### config.mk
export PLATFORM = sky130hd
export DESIGN_NAME = partial_product_accumulator
export DESIGN_NICKNAME = d
export VERILOG_FILES = /design/src/rtl/ppa_pkg.sv /design/src/rtl/partial_product_accumulator.sv
export SDC_FILE = /design/constraint.sdc
export NUM_CORES = 1
export LEC_CHECK = 0
export CORE_ASPECT_RATIO = 0.9
export CORE_MARGIN = 2
export CORE_UTILIZATION = 30
export CTS_CLUSTER_SIZE = 40
export DETAILED_ROUTE_END_ITERATION = 16
export HOLD_SLACK_MARGIN = 0.15
export SLEW_MARGIN = 20
export SYNTH_ARGS = -nofsm -noshare
export SYNTH_HDL_FRONTEND = slang
export SYNTH_SLANG_ARGS = --single-unit
### constraint.sdc
create_clock -name clk -period 2.95 [get_ports clk]
set_clock_uncertainty 0.1 [all_clocks]
set_input_delay 0.885 -clock clk [delete_from_list [all_inputs] [get_ports clk]]
set_output_delay 0.885 -clock clk [all_outputs]
set_load 0.01 [all_outputs]
### src/rtl/ppa_pkg.sv
// ppa_pkg
// Shared constants and helpers for the partial-product accumulator and the
// thermometer-to-binary encoder that feeds it.
//   IN_WIDTH_DEF / NUM_TERMS_DEF : default term width and frame length
//   MINUS_32                     : most negative encoder term
//   sext_term()                  : sign-extends an IN_WIDTH term (carried in a
//                                  32-bit container) to a 32-bit signed value
//   frame_cnt_w()                : width of the term counter for a frame length
package ppa_pkg;

    localparam int IN_WIDTH_DEF  = 7;
    localparam int NUM_TERMS_DEF = 8;

    localparam logic signed [IN_WIDTH_DEF-1:0] MINUS_32 = -7'sd32;

    // Shift the term's sign bit up to bit 31, then arithmetic-shift it back.
    function automatic logic signed [31:0] sext_term(input logic [31:0] raw,
                                                     input int          width);
        logic signed [31:0] t;
        t = signed'(raw << (32 - width));
        return t >>> (32 - width);
    endfunction

    // Counter must hold 0..n-1; a 1-bit counter is the floor.
    function automatic int frame_cnt_w(input int n);
        return (n < 2) ? 1 : $clog2(n);
    endfunction

endpackage

### src/rtl/partial_product_accumulator.sv
// partial_product_accumulator
// Sums fixed-length frames of signed terms from the priority encoder and
// hands each frame sum to a consumer through a 1-entry registered output.
// The next frame accumulates while the previous sum waits to be taken.
//
// Optional feature macro: PPA_EARLY_LAST_EN adds in_last, which ends a frame
// on the accepted term that carries it.
//
// Ports:
//   clk        : clock, rising edge
//   rst        : asynchronous active-high reset
//   clear      : synchronous flush of frame in progress and held result
//   in_valid   : in_data is valid
//   in_ready   : term accepted this cycle when in_valid is also high
//   in_data    : signed IN_WIDTH term
//   in_last    : (PPA_EARLY_LAST_EN only) accepted term ends the frame
//   out_valid  : out_sum holds a completed frame sum
//   out_ready  : consumer takes out_sum this cycle
//   out_sum    : signed OUT_WIDTH frame sum
//   out_frames : completed-frame count, wraps modulo 2^16
module partial_product_accumulator
    import ppa_pkg::*;
#(
    parameter int IN_WIDTH  = IN_WIDTH_DEF,
    parameter int NUM_TERMS = NUM_TERMS_DEF,
    parameter int OUT_WIDTH = IN_WIDTH + $clog2(NUM_TERMS)
) (
    input  logic                 clk,
    input  logic                 rst,
    input  logic                 clear,
    input  logic                 in_valid,
    output logic                 in_ready,
    input  logic [IN_WIDTH-1:0]  in_data,
`ifdef PPA_EARLY_LAST_EN
    input  logic                 in_last,
`endif
    output logic                 out_valid,
    input  logic                 out_ready,
    output logic [OUT_WIDTH-1:0] out_sum,
    output logic [15:0]          out_frames
);

    localparam int              CNT_W    = frame_cnt_w(NUM_TERMS);
    localparam logic [CNT_W-1:0] LAST_IDX = CNT_W'(NUM_TERMS - 1);

    logic signed [OUT_WIDTH-1:0] acc_q, acc_d;
    logic signed [OUT_WIDTH-1:0] out_sum_q, out_sum_d;
    logic        [CNT_W-1:0]     cnt_q, cnt_d;
    logic                        out_valid_q, out_valid_d;
    logic        [15:0]          frames_q, frames_d;

    logic signed [OUT_WIDTH-1:0] term_ext;
    logic signed [OUT_WIDTH-1:0] sum_next;
    logic                        last_term;
    logic                        accept;
    logic                        final_accept;

    assign term_ext = OUT_WIDTH'(sext_term(32'(in_data), IN_WIDTH));
    assign sum_next = acc_q + term_ext;

`ifdef PPA_EARLY_LAST_EN
    assign last_term = (cnt_q == LAST_IDX) || in_last;
`else
    assign last_term = (cnt_q == LAST_IDX);
`endif

    // Stall only when a final term would overwrite a sum nobody has taken;
    // a sum leaving this very cycle frees the register for the new one.
    assign in_ready     = !(last_term && out_valid_q && !out_ready) && !clear;
    assign accept       = in_valid && in_ready;
    assign final_accept = accept && last_term;

    always_comb begin
        acc_d       = acc_q;
        cnt_d       = cnt_q;
        out_sum_d   = out_sum_q;
        out_valid_d = out_valid_q;
        frames_d    = frames_q;
        if (clear) begin
            acc_d       = '0;
            cnt_d       = '0;
            out_valid_d = 1'b0;
        end else begin
            if (out_valid_q && out_ready) begin
                out_valid_d = 1'b0;
            end
            // A final accept in the same cycle as a take reloads the
            // register, keeping out_valid high for back-to-back frames.
            if (final_accept) begin
                out_sum_d   = sum_next;
                out_valid_d = 1'b1;
                acc_d       = '0;
                cnt_d       = '0;
                frames_d    = frames_q + 16'd1;
            end else if (accept) begin
                acc_d = sum_next;
                cnt_d = cnt_q + 1'b1;
            end
        end
    end

    always_ff @(posedge clk or posedge rst) begin
        if (rst) begin
            acc_q       <= '0;
            cnt_q       <= '0;
            out_sum_q   <= '0;
            out_valid_q <= 1'b0;
            frames_q    <= '0;
        end else begin
            acc_q       <= acc_d;
            cnt_q       <= cnt_d;
            out_sum_q   <= out_sum_d;
            out_valid_q <= out_valid_d;
            frames_q    <= frames_d;
        end
    end

    assign out_valid  = out_valid_q;
    assign out_sum    = out_sum_q;
    assign out_frames = frames_q;

endmodule

==> metrics.md, run 1 <==
| Metric | Value |
|---|---|
| HPWL after detailed placement | 3.58 mm |
| Commonest cells post-synth | dfrtp_1, nand2_1, ha_1 |
| Final setup viols | 0 |
| Hold/Removal Path Class | flop to flop |
| Slew HR | 65.8% |
| Worst-Margin Slew | just over 0.5 ns |
| Nets@finish | 288 |
| Fmax | approximately 350 MHz |
| Reg-to-reg slack, setup | 0.77 ns |
| Vias | 1676 |
| Root Driver | clkbuf_8 |
| Synth warn | 0 |
| CTS Buf Count | 5 |
| Largest family of logic cells by synthesized area | simple AND/OR/NAND/NOR gates |
| FF+latch count, synth | 40 |
| Post-Route WL | 4.73 mm |
| Critical Path, Cell by Cell | clkdlybuf4s50_1, and3b_1, nor2_1, dlygate4sd2_1 |
| CP Capture Type | output port |
| Footprint of the multi-input gates | 0.00106 mm^2 |
| CTS tree | done |
| Post-Place Worst Slack | -0.195 ns |
| Gp weighted congestion | between 0.7 and 0.8 |
| Largest net degree at the start of global routing | 41 |
| Largest stage delay, worst path | 0.47 ns |
| Post-route DRC | 0 |
| CP Data Required Time | around 2.0 ns |
| Postcts setup bufs | 0 |
| Predominant post-synthesis flop cell | dfrtp_1 |
| Main area contributors after synthesis | dfrtp_1, ha_1, xnor2_1 |
| CP Class | input port to output port |
| WL/cell | 13.3 um |
| H-tree depth | 2 |
| Post_cts resized | 1 |
| Fin. max-slew vios | 0 |
| Num ports | 40 |
| Family with the most delay on the worst path | buffers and inverters |
| Syn_nets | 228 |
| Area Growth Syn to Fin | 34.5% |
| VDD IR max | 208 uV |
| Avg Cell Area, Syn | 10.5 um^2 |
| Power Total | 1330 uW |
| Buffers & Inverters on Critical Path | 2 |
| Antenna diodes | 0 |
| Max Cap Viol | 0 |
| Worst path slowest cell | clkdlybuf4s50_1 |
| Outcome | finished, final reports clean |
| Row cnt | 29 |
| Port Buffers | 39 |
| Post-synthesis simple-gate area fraction | 18.3% |
| Worst reg-to-reg path cell count | 9 |
| Die area | ~0.0078 mm^2 |
| Distinct cells, synth | 52 |
| Router iterations before antenna repair | 4 |
| Worst r2r src | acc_q[0] |
| Tcrit/Tclk final | 97.3% |
| Number of synthesized flops with an enable pin | 0 |
| FF+latch area | roughly 0.001 mm^2 |
| Final Worst Setup Slack | between 0.07 and 0.08 ns |
| Hold path cells | 1 |
| Util after Layout | 41.1% |
| Gate Count Post-Synth | 203 |
| Crit path time final | 2.87 ns |
| CP Capture Point | in_ready |
| CP Launch Point | out_ready |
| Post-Synth XOR/XNOR Area | 8.23% |
| Unrepaired setup endpoints after global routing | no |
| Compound-cell area share of the yosys netlist | between 10% and 20% |
| Vias in the first global route | approximately 1600 |
| Clock slew at reported path FFs | 0.09 ns |
| Adder-cell area share of the yosys netlist | ~8.0% |
| CP max FO | 2 |
| Pwr dens | 465 mW/mm^2 |
| Static leakage | between 0.001 and 0.0015 uW |
| Fill cells | 697 |
| Worst Setup Start Kind | input port |
| Share of the synthesized area in the top cell type | ~47% |
| DRT iter0 DRCs | 113 |
| Final hold violation count | 0 |
| Crit path DAT | roughly 1.9 ns |
| Reg-to-Reg End | out_sum[6] |
| Latest clock arrival within the worst-skew pair | 0.30 ns |
| Core area | 0.00697 mm^2 |
| Clock sink total | 40 |
| Synthesized area | 0.00213 mm^2 |
| Post-route ant nets | 0 |
| Initial core utilization | 30.5% |
| Sequential area share after synthesis | between 40% and 50% |
| Maximum clock insertion buffer count | 2 |
| Die Y-Extent | roughly 84 um |
| First-pass GRT wire length | 7.80 mm |
| Ys async rst share | between 90% and 100% |
| Yosys top cell by area | dfrtp_1 |
| Stages on worst setup path | 4 |
| Total GRT Usage | 12.8% |
| Initial antenna violation count | 0 |
| DIE WIDTH | 92.8 um |
| Hold_buf cts | 0 |
| Count leader, synth | dfrtp_1 |
| Multiplexer share of the synthesized area | between 1 and 1.5% |
| Layout cells sized above 1 | ~15% |
| GRT overflow | 0 |
| Vias per cell | 4.69 |
[where the power goes]
part           switching, uW  internal (uW)  leakage (uW)  total, uW
sequential              16.7            571      0.000546        588
clock                    214            255     0.0000548        469
combinational            135            139      0.000735        274
[layout by cell type, fill, tap and decap left out, types with 4 or more instances in the layout]
cell type        instances
inv_1                    9
clkbuf_8                 5
a21oi_1                  5
nand2_1                 25
nor2_1                   8
nor3_1                   4
clkdlybuf4s50_1         38
o21ai_0                  7
o21a_1                   5
dfrtp_1                 40
xnor2_1                 11
nand3_1                  8
buf_4                   19
ha_1                    12
xor2_1                   9
[state kept, by name (all words and copies together) (netlist names)]
signal and cells:
cnt_q 3, out_sum 10, out_valid 1, acc_q 10
out_frames 16
[worst min path at each step]
stage / startpoint / slack (ns) / end
after floorplan: acc_q[6] / 0.35 / acc_q[6]
after global placement: out_frames[15] / 0.36 / out_frames[15]
after detailed placement: out_frames[15] / 0.36 / out_frames[15]
after CTS: out_frames[15] / 0.38 / out_frames[15]
after global routing: out_frames[15] / 0.41 / out_frames[15]
final: out_frames[15] / 0.38 / out_frames[15]
[logic make-up after synthesis]
logic type	after synthesis
AOI/OAI and AO/OA	42
xor gates and xnor gates	20
adders and majority gates	13
buffers and inverters	14
DFF	40
muxes	2
and+or+nand+nor	72
[area by class of cell]
class	instances	area share [%]
multi-input combinational	149	37.2
tap	93	4.06
clock buffer	5	2.40
timing repair buffer	58	18.6
inverter	9	1.18
clock inverter	3	1.62
sequential	40	35.0
[per-layer routing]
metal / track usage [%] / vias up / part of all wire [%]
met4: 4.81 / 0 / 1.2
met1: 18.2 / 808 / 51
met2: 18.8 / 29 / 44
met3: 3.16 / 6 / 4.2
met5: 0 / - / 0
li1: - / 833 / -
[stage by stage]
step,instances,hold WS (ns),TNS (ns),cell area [um^2]
finish,357,0.378,0,2860
CTS,357,0.381,0,2860
detailed placement,349,0.364,-0.860,2750
floorplan,203,0.353,0,2130
global route,357,0.409,0,2860
global placement,349,0.360,-0.649,2750
Power figures use the tool's default switching activity.
==> inputs of run 2 (changes only) <==
==> constraint.sdc (replaced) <==
create_clock -name clk -period 2.95 [get_ports clk]
set_clock_uncertainty 0.1 [all_clocks]
set_input_delay 0.885 -clock clk [delete_from_list [all_inputs] [get_ports clk]]
set_output_delay 0.885 -clock clk [all_outputs]
set_load 0.005 [all_outputs]
==> run 2 against run 1 <==
Effect of this change:
- first-iteration DRC count down 19%
- global-route usage is 0.52 points higher
- count of clock-buffer cells in the layout up 1
- maximum frequency rose by 0.94%
- final cell count up 0.28%
- utilization increased by 0.23 points
- setup slack better by 0.027 ns
- via count fell by 0.36%
- critical path type unchanged
- highest routed layer unchanged
==> metrics.md, run 2 (synthesized netlist as in run 1, its figures left out) <==
| Metric | Value |
|---|---|
| Router iterations before antenna repair | 4 (unchanged) |
| Vias per cell | 4.66 (-0.64%) |
| CP Launch Point | out_ready |
| CTS tree | done |
| Final Worst Setup Slack | 0.106 ns (+0.0268 ns) |
| Slew HR | 65.9% (+0.13 points) |
| Tcrit/Tclk final | 96.4% (-0.91 points) |
| Layout cells sized above 1 | 15.8% (+0.70 points) |
| Worst r2r src | acc_q[0] |
| Die Y-Extent | 83.9 um (unchanged) |
| Most common cell after layout, fill and taps aside | dfrtp_1 |
| Hold endpoint | out_frames[15] |
| HPWL after detailed placement | 3.70 mm (+3.3%) |
| Final hold violation count | 0 (unchanged) |
| Reg-to-Reg End | acc_q[6] |
| Hold_buf cts | 0 (unchanged) |
| Family with the most delay on the worst path | buffers and inverters |
| Worst Setup Start Kind | input port |
| DRT iter0 DRCs | 91 (-19%) |
| Reg-to-reg slack, setup | 0.80 ns (+0.03 ns) |
| WL/cell | 13.4 um (+1.3%) |
| Nets@finish | 289 (+0.35%) |
| Port Buffers | 39 (unchanged) |
| VDD IR max | 188 uV (-9.6%) |
| First-pass GRT wire length | 8.20 mm (+5.0%) |
| DIE WIDTH | 92.8 um (unchanged) |
| Vias | 1670 (-0.36%) |
| CTS Buf Count | 5 (unchanged) |
| Worst-Margin Slew | 0.511 ns (-0.00195 ns) |
| Largest net degree at the start of global routing | 41 (unchanged) |
| Max Cap Viol | 0 (unchanged) |
| Maximum clock insertion buffer count | 2 (unchanged) |
| Total GRT Usage | 13.3% (+0.52 points) |
| Clock slew at reported path FFs | 0.08 ns (about the same) |
| Unrepaired setup endpoints after global routing | no |
| GRT overflow | 0 (unchanged) |
| Pwr dens | 465 mW/mm^2 (about the same) |
| Clock sink total | 40 (unchanged) |
| Worst reg-to-reg path cell count | 9 (unchanged) |
| Initial antenna violation count | 0 (unchanged) |
| Worst path slowest cell | clkdlybuf4s50_1 |
| CP max FO | 2 (unchanged) |
| Num ports | 40 (unchanged) |
| Vias in the first global route | 1699 (+5.7%) |
| Antenna diodes | 0 (unchanged) |
| Post-Place Worst Slack | -0.165 ns (+0.0302 ns) |
| Gp weighted congestion | 0.768 (-2.1%) |
| Hold path cells | 1 (unchanged) |
| Outcome | finished, final reports clean |
| Postcts setup bufs | 0 (unchanged) |
| Post-route DRC | 0 (unchanged) |
| Row cnt | 29 (unchanged) |
| Fin. max-slew vios | 0 (unchanged) |
| Post-Route WL | 4.81 mm (+1.6%) |
| Hold_sp | out_frames[15] |
| Area Growth Syn to Fin | 35.3% |
| Largest stage delay, worst path | 0.47 ns (about the same) |
| Final setup viols | 0 (unchanged) |
| Critical Path, Cell by Cell | clkdlybuf4s50_1, and3b_1, nor2_1, dlygate4sd2_1 |
| Die area | 0.00779 mm^2 (unchanged) |
| Crit path time final | 2.84 ns (-0.0268 ns) |
| Root Driver | clkbuf_8 |
| CP Capture Type | output port |
| Latest clock arrival within the worst-skew pair | 0.29 ns (about the same) |
| Buffers & Inverters on Critical Path | 2 (unchanged) |
| Fmax | 352 MHz (+0.94%) |
| CP Data Required Time | 1.97 ns (about the same) |
| H-tree depth | 2 (unchanged) |
| Hold/Removal Path Class | flop to flop |
| Post-route ant nets | 0 (unchanged) |
| Setup TNS | 0 ns (unchanged) |
| Most frequent cells in the layout | dfrtp_1, clkdlybuf4s50_1, nand2_1 |
| Static leakage | 0.00135 uW (+1.0%) |
| Initial core utilization | 30.5% (unchanged) |
| Max reg flops | 16 (unchanged) |
| Core area | 0.00697 mm^2 (unchanged) |
| CP Class | input port to output port |
| Crit path DAT | 1.86 ns (-0.03 ns) |
==> run 2: cell count changes in the layout (fill, tap and decap cells not counted) <==
cell        before  now
nor2b_2          1    2
clkinvlp_4       1    0
inv_6            1    0
clkinv_4         0    1
clkbuf_8         5    6
nor2b_1          3    2
buf_4           19   20
==> run 2: what timing repair did <==
action                                  CTS  global route
endpoints found under the setup margin    1             1
gates cloned                              0             0
endpoints found under the hold margin     0             0
gates resized for setup                   1             1
==> run 2: worst max-delay path by stage <==
stage	cells after the start	to
floorplan	6	out_sum[9]
global placement	4	in_ready
detailed placement	4	in_ready
CTS	4	in_ready
global route	10	acc_q[6]
finish	4	in_ready
==> run 2: per-stage QoR <==
stage	hold WS (ns)	area (um^2)	total power, uW	utilization (%)	std cells
final	0.369	2880	1340	41.3	358
after global routing	0.402	2880	1410	41.3	358
after CTS	0.378	2880	1350	41.3	358
after detailed placement	0.365	2760	874	39.6	350
after global placement	0.360	2760	870	39.6	350
after floorplan	0.353	2130	767	-	203
==> run 2: layout make-up <==
type                            instances  area (um^2)
Sequential cell                        40         1000
Clock inverter                          2         38.8
Inverter                                9         33.8
Multi-Input combinational cell        149         1070
Clock buffer                            6         82.6
Tap cell                               93          116
Timing Repair Buffer                   59          539
Fill cell                             699         4090
==> run 2: per-layer routing <==
layer	up-vias	GRT usage (%)	wire length (um)
li1	838	-	-
met1	789	18.5	2350
met2	39	19.9	2140
met3	4	3.88	284
met4	0	4.41	34
met5	-	0	0
==> run 2: where the power goes <==
part           internal (uW)  switching, uW
sequential               571           17.2
combinational            138            136
clock                    277            201
==> inputs of run 3 (changes only) <==
==> constraint.sdc (replaced) <==
create_clock -name clk -period 2.4 [get_ports clk]
set_clock_uncertainty 0.1 [all_clocks]
set_input_delay 0.72 -clock clk [delete_from_list [all_inputs] [get_ports clk]]
set_output_delay 0.72 -clock clk [all_outputs]
set_load 0.005 [all_outputs]
==> run 3 against run 2 <==
Effect of this change:
- register-to-register slack got worse by 0.46 ns
- setup slack worse by 0.028 ns
- sequential cell count is the same
- global-route usage down 0.17 points
- count of clock-buffer cells in the layout fell by 1
- clock power is 18% higher
- critical path type is now input port to flop
- critical endpoint is now acc_q[7]
- highest routed layer unchanged
==> metrics.md, run 3 (synthesized netlist as in run 1, its figures left out) <==
| Metric | Value |
|---|---|
| GRT overflow | 0 (unchanged) |
| Worst-Margin Slew | 0.503 ns (-0.00840 ns) |
| Cell Area, Placed | 0.00282 mm^2 (+2.5%) |
| Vias in the first global route | 1704 (+0.29%) |
| Largest net degree at the start of global routing | 41 (unchanged) |
| Largest stage delay, worst path | 0.35 ns (-0.12 ns) |
| Fill cells | 686 (-1.9%) |
| Final setup viols | 0 (unchanged) |
| CTS tree | done |
| Die area | 0.00779 mm^2 (unchanged) |
| Vias per cell | 4.64 (-0.54%) |
| Clock sink total | 40 (unchanged) |
| Max Cap Viol | 0 (unchanged) |
| Nets@finish | 300 (+3.8%) |
| Initial core utilization | 30.5% (unchanged) |
| Static leakage | 0.00143 uW (+6.1%) |
| Buffers & Inverters on Critical Path | 3 (+1) |
| Post-route DRC | 0 (unchanged) |
| First-pass GRT wire length | 8.22 mm (+0.33%) |
| Root Driver | clkbuf_8 |
| Gp weighted congestion | 0.760 (-1.0%) |
| CP max FO | 3 (+1) |
| Antenna diodes | 0 (unchanged) |
| Layout cells sized above 1 | 25.0% (+9.2 points) |
| Slew HR | 66.5% (+0.56 points) |
| Area Growth Syn to Fin | 45.4% |
| Hold path cells | 1 (unchanged) |
| Router iterations before antenna repair | 5 (+1) |
| Cell area after layout | 0.00309 mm^2 (+7.5%) |
| Die Y-Extent | 83.9 um (unchanged) |
| Post-Route WL | 4.79 mm (-0.31%) |
| WL/cell | 13.0 um (-3.3%) |
| Pwr dens | 544 mW/mm^2 (+17%) |
| Most frequent cells in the layout | dfrtp_1, clkdlybuf4s50_1, buf_4 |
| Final Worst Setup Slack | 0.0782 ns (-0.0280 ns) |
| Worst Setup Start Kind | input port |
| CP Class | input port to flop |
| Vias | 1712 (+2.5%) |
| Final hold violation count | 0 (unchanged) |
| Latest clock arrival within the worst-skew pair | 0.29 ns (about the same) |
| Maximum clock insertion buffer count | 2 (unchanged) |
| Row cnt | 29 (unchanged) |
| CTS Buf Count | 5 (unchanged) |
| CP Data Required Time | 2.49 ns (+0.52 ns) |
| Worst reg-to-reg path cell count | 8 (-1) |
| Clock slew at reported path FFs | 0.09 ns (about the same) |
| Crit path time final | 2.32 ns |
| HPWL after detailed placement | 3.62 mm (-2.0%) |
| Port Buffers | 39 (unchanged) |
| Fmax | 431 MHz |
| Most common cell after layout, fill and taps aside | dfrtp_1 |
| Core area | 0.00697 mm^2 (unchanged) |
| Outcome | finished, final reports clean |
| Post-route ant nets | 0 (unchanged) |
| Crit path DAT | 2.41 ns (+0.55 ns) |
| Tcrit/Tclk final | 96.7% |
| Total GRT Usage | 13.1% (-0.17 points) |
| Num ports | 40 (unchanged) |
| DIE WIDTH | 92.8 um (unchanged) |
| Max reg flops | 16 (unchanged) |
| Family with the most delay on the worst path | compound AO/OA/AOI/OAI gates |
| Critical Path, Cell by Cell | dlygate4sd2_1, ha_2, buf_4, a21o_2, nand4_4, buf_12, a21oi_1, or3_1, a32o_1 |
| Hold/Removal Path Class | flop to flop |
| Initial antenna violation count | 0 (unchanged) |
| Fin. max-slew vios | 0 (unchanged) |
| CP Capture Type | flop |
| Stages on worst setup path | 9 (+5) |
| DRT iter0 DRCs | 47 (-48%) |
| Post-Place Worst Slack | -0.521 ns (-0.356 ns) |
| H-tree depth | 2 (unchanged) |
| Worst path slowest cell | or3_1 |
| VDD IR max | 342 uV (+82%) |
==> run 3: cell count changes in the layout (fill, tap and decap cells not counted), moves of 2 or more <==
cell             before  now
inv_1                 9    7
buf_4                20   29
clkdlybuf4s50_1      38   30
ha_4                  0    5
dlymetal6s2s_1        0    2
ha_1                 12    6
dlygate4sd2_1         1    6
nor2b_1               2    0
inv_2                 0    2
==> run 3: worst paths after layout <==
| kind | end | slack (ns) | from |
|---|---|---|---|
| setup / recovery | acc_q[7] | 0.08 | in_data[0] |
| hold reg to reg | out_frames[15] | 0.38 | out_frames[15] |
| hold / removal | out_frames[15] | 0.38 | out_frames[15] |
| min in group asynchronous | out_sum[3] | 0.76 | rst |
| setup reg to reg | acc_q[7] | 0.34 | acc_q[0] |
| max in group asynchronous | cnt_q[0] | 1.10 | rst |
==> run 3: metal layers <==
metal,vias up,global-route usage (%),part of all wire [%]
met3,2,3.07,3.4
met5,-,0,0
met4,0,3.21,0.50
met1,825,18.4,50
met2,25,20.6,46
li1,860,-,-
==> run 3: cell type report <==
class                   count  area, um^2  share of cell area (%)
well taps                  93         116                    3.76
flip-flops and latches     40        1000                    32.3
clock inverters             3        46.3                    1.50
inverters                   9        33.8                    1.09
multi-input cells         149        1200                    38.7
repair buffers             70         632                    20.4
clock buffers               5        68.8                    2.22
==> run 3: per-stage QoR <==
stage / total power, uW / std cells / utilization [%] / hold slack (ns) / TNS (ns)
2_1_floorplan: 943 / 203 / - / 0.353 / 0
3_3_place_gp: 1080 / 359 / 40.5 / 0.361 / -6.96
3_5_place_dp: 1090 / 359 / 40.5 / 0.363 / -7.18
6_report: 1680 / 369 / 44.4 / 0.378 / 0
5_1_grt: 1780 / 369 / 44.4 / 0.402 / -0.00198
4_1_cts: 1680 / 367 / 43.2 / 0.379 / 0
==> run 3: repair_timing <==
item,in CTS,in global routing
buffers inserted,0,2
pin swaps,11,12
hold buffers,0,0
setup endpoints to repair,10,13
cloned,0,0
resized for setup,24,12
==> run 3: worst register-to-register path, stage by stage (launching register included) <==
cell	delay (ns)
dfrtp_1	0.39
ha_2	0.20
buf_4	0.13
a21o_2	0.23
nand4_4	0.11
buf_12	0.11
a21oi_1	0.08
or3_1	0.35
a32o_1	0.26
==> run 3: power breakdown <==
group | internal [uW] | switching (uW) | total [uW]
registers | 702 | 25.8 | 728
logic | 208 | 182 | 390
clock network | 313 | 253 | 566
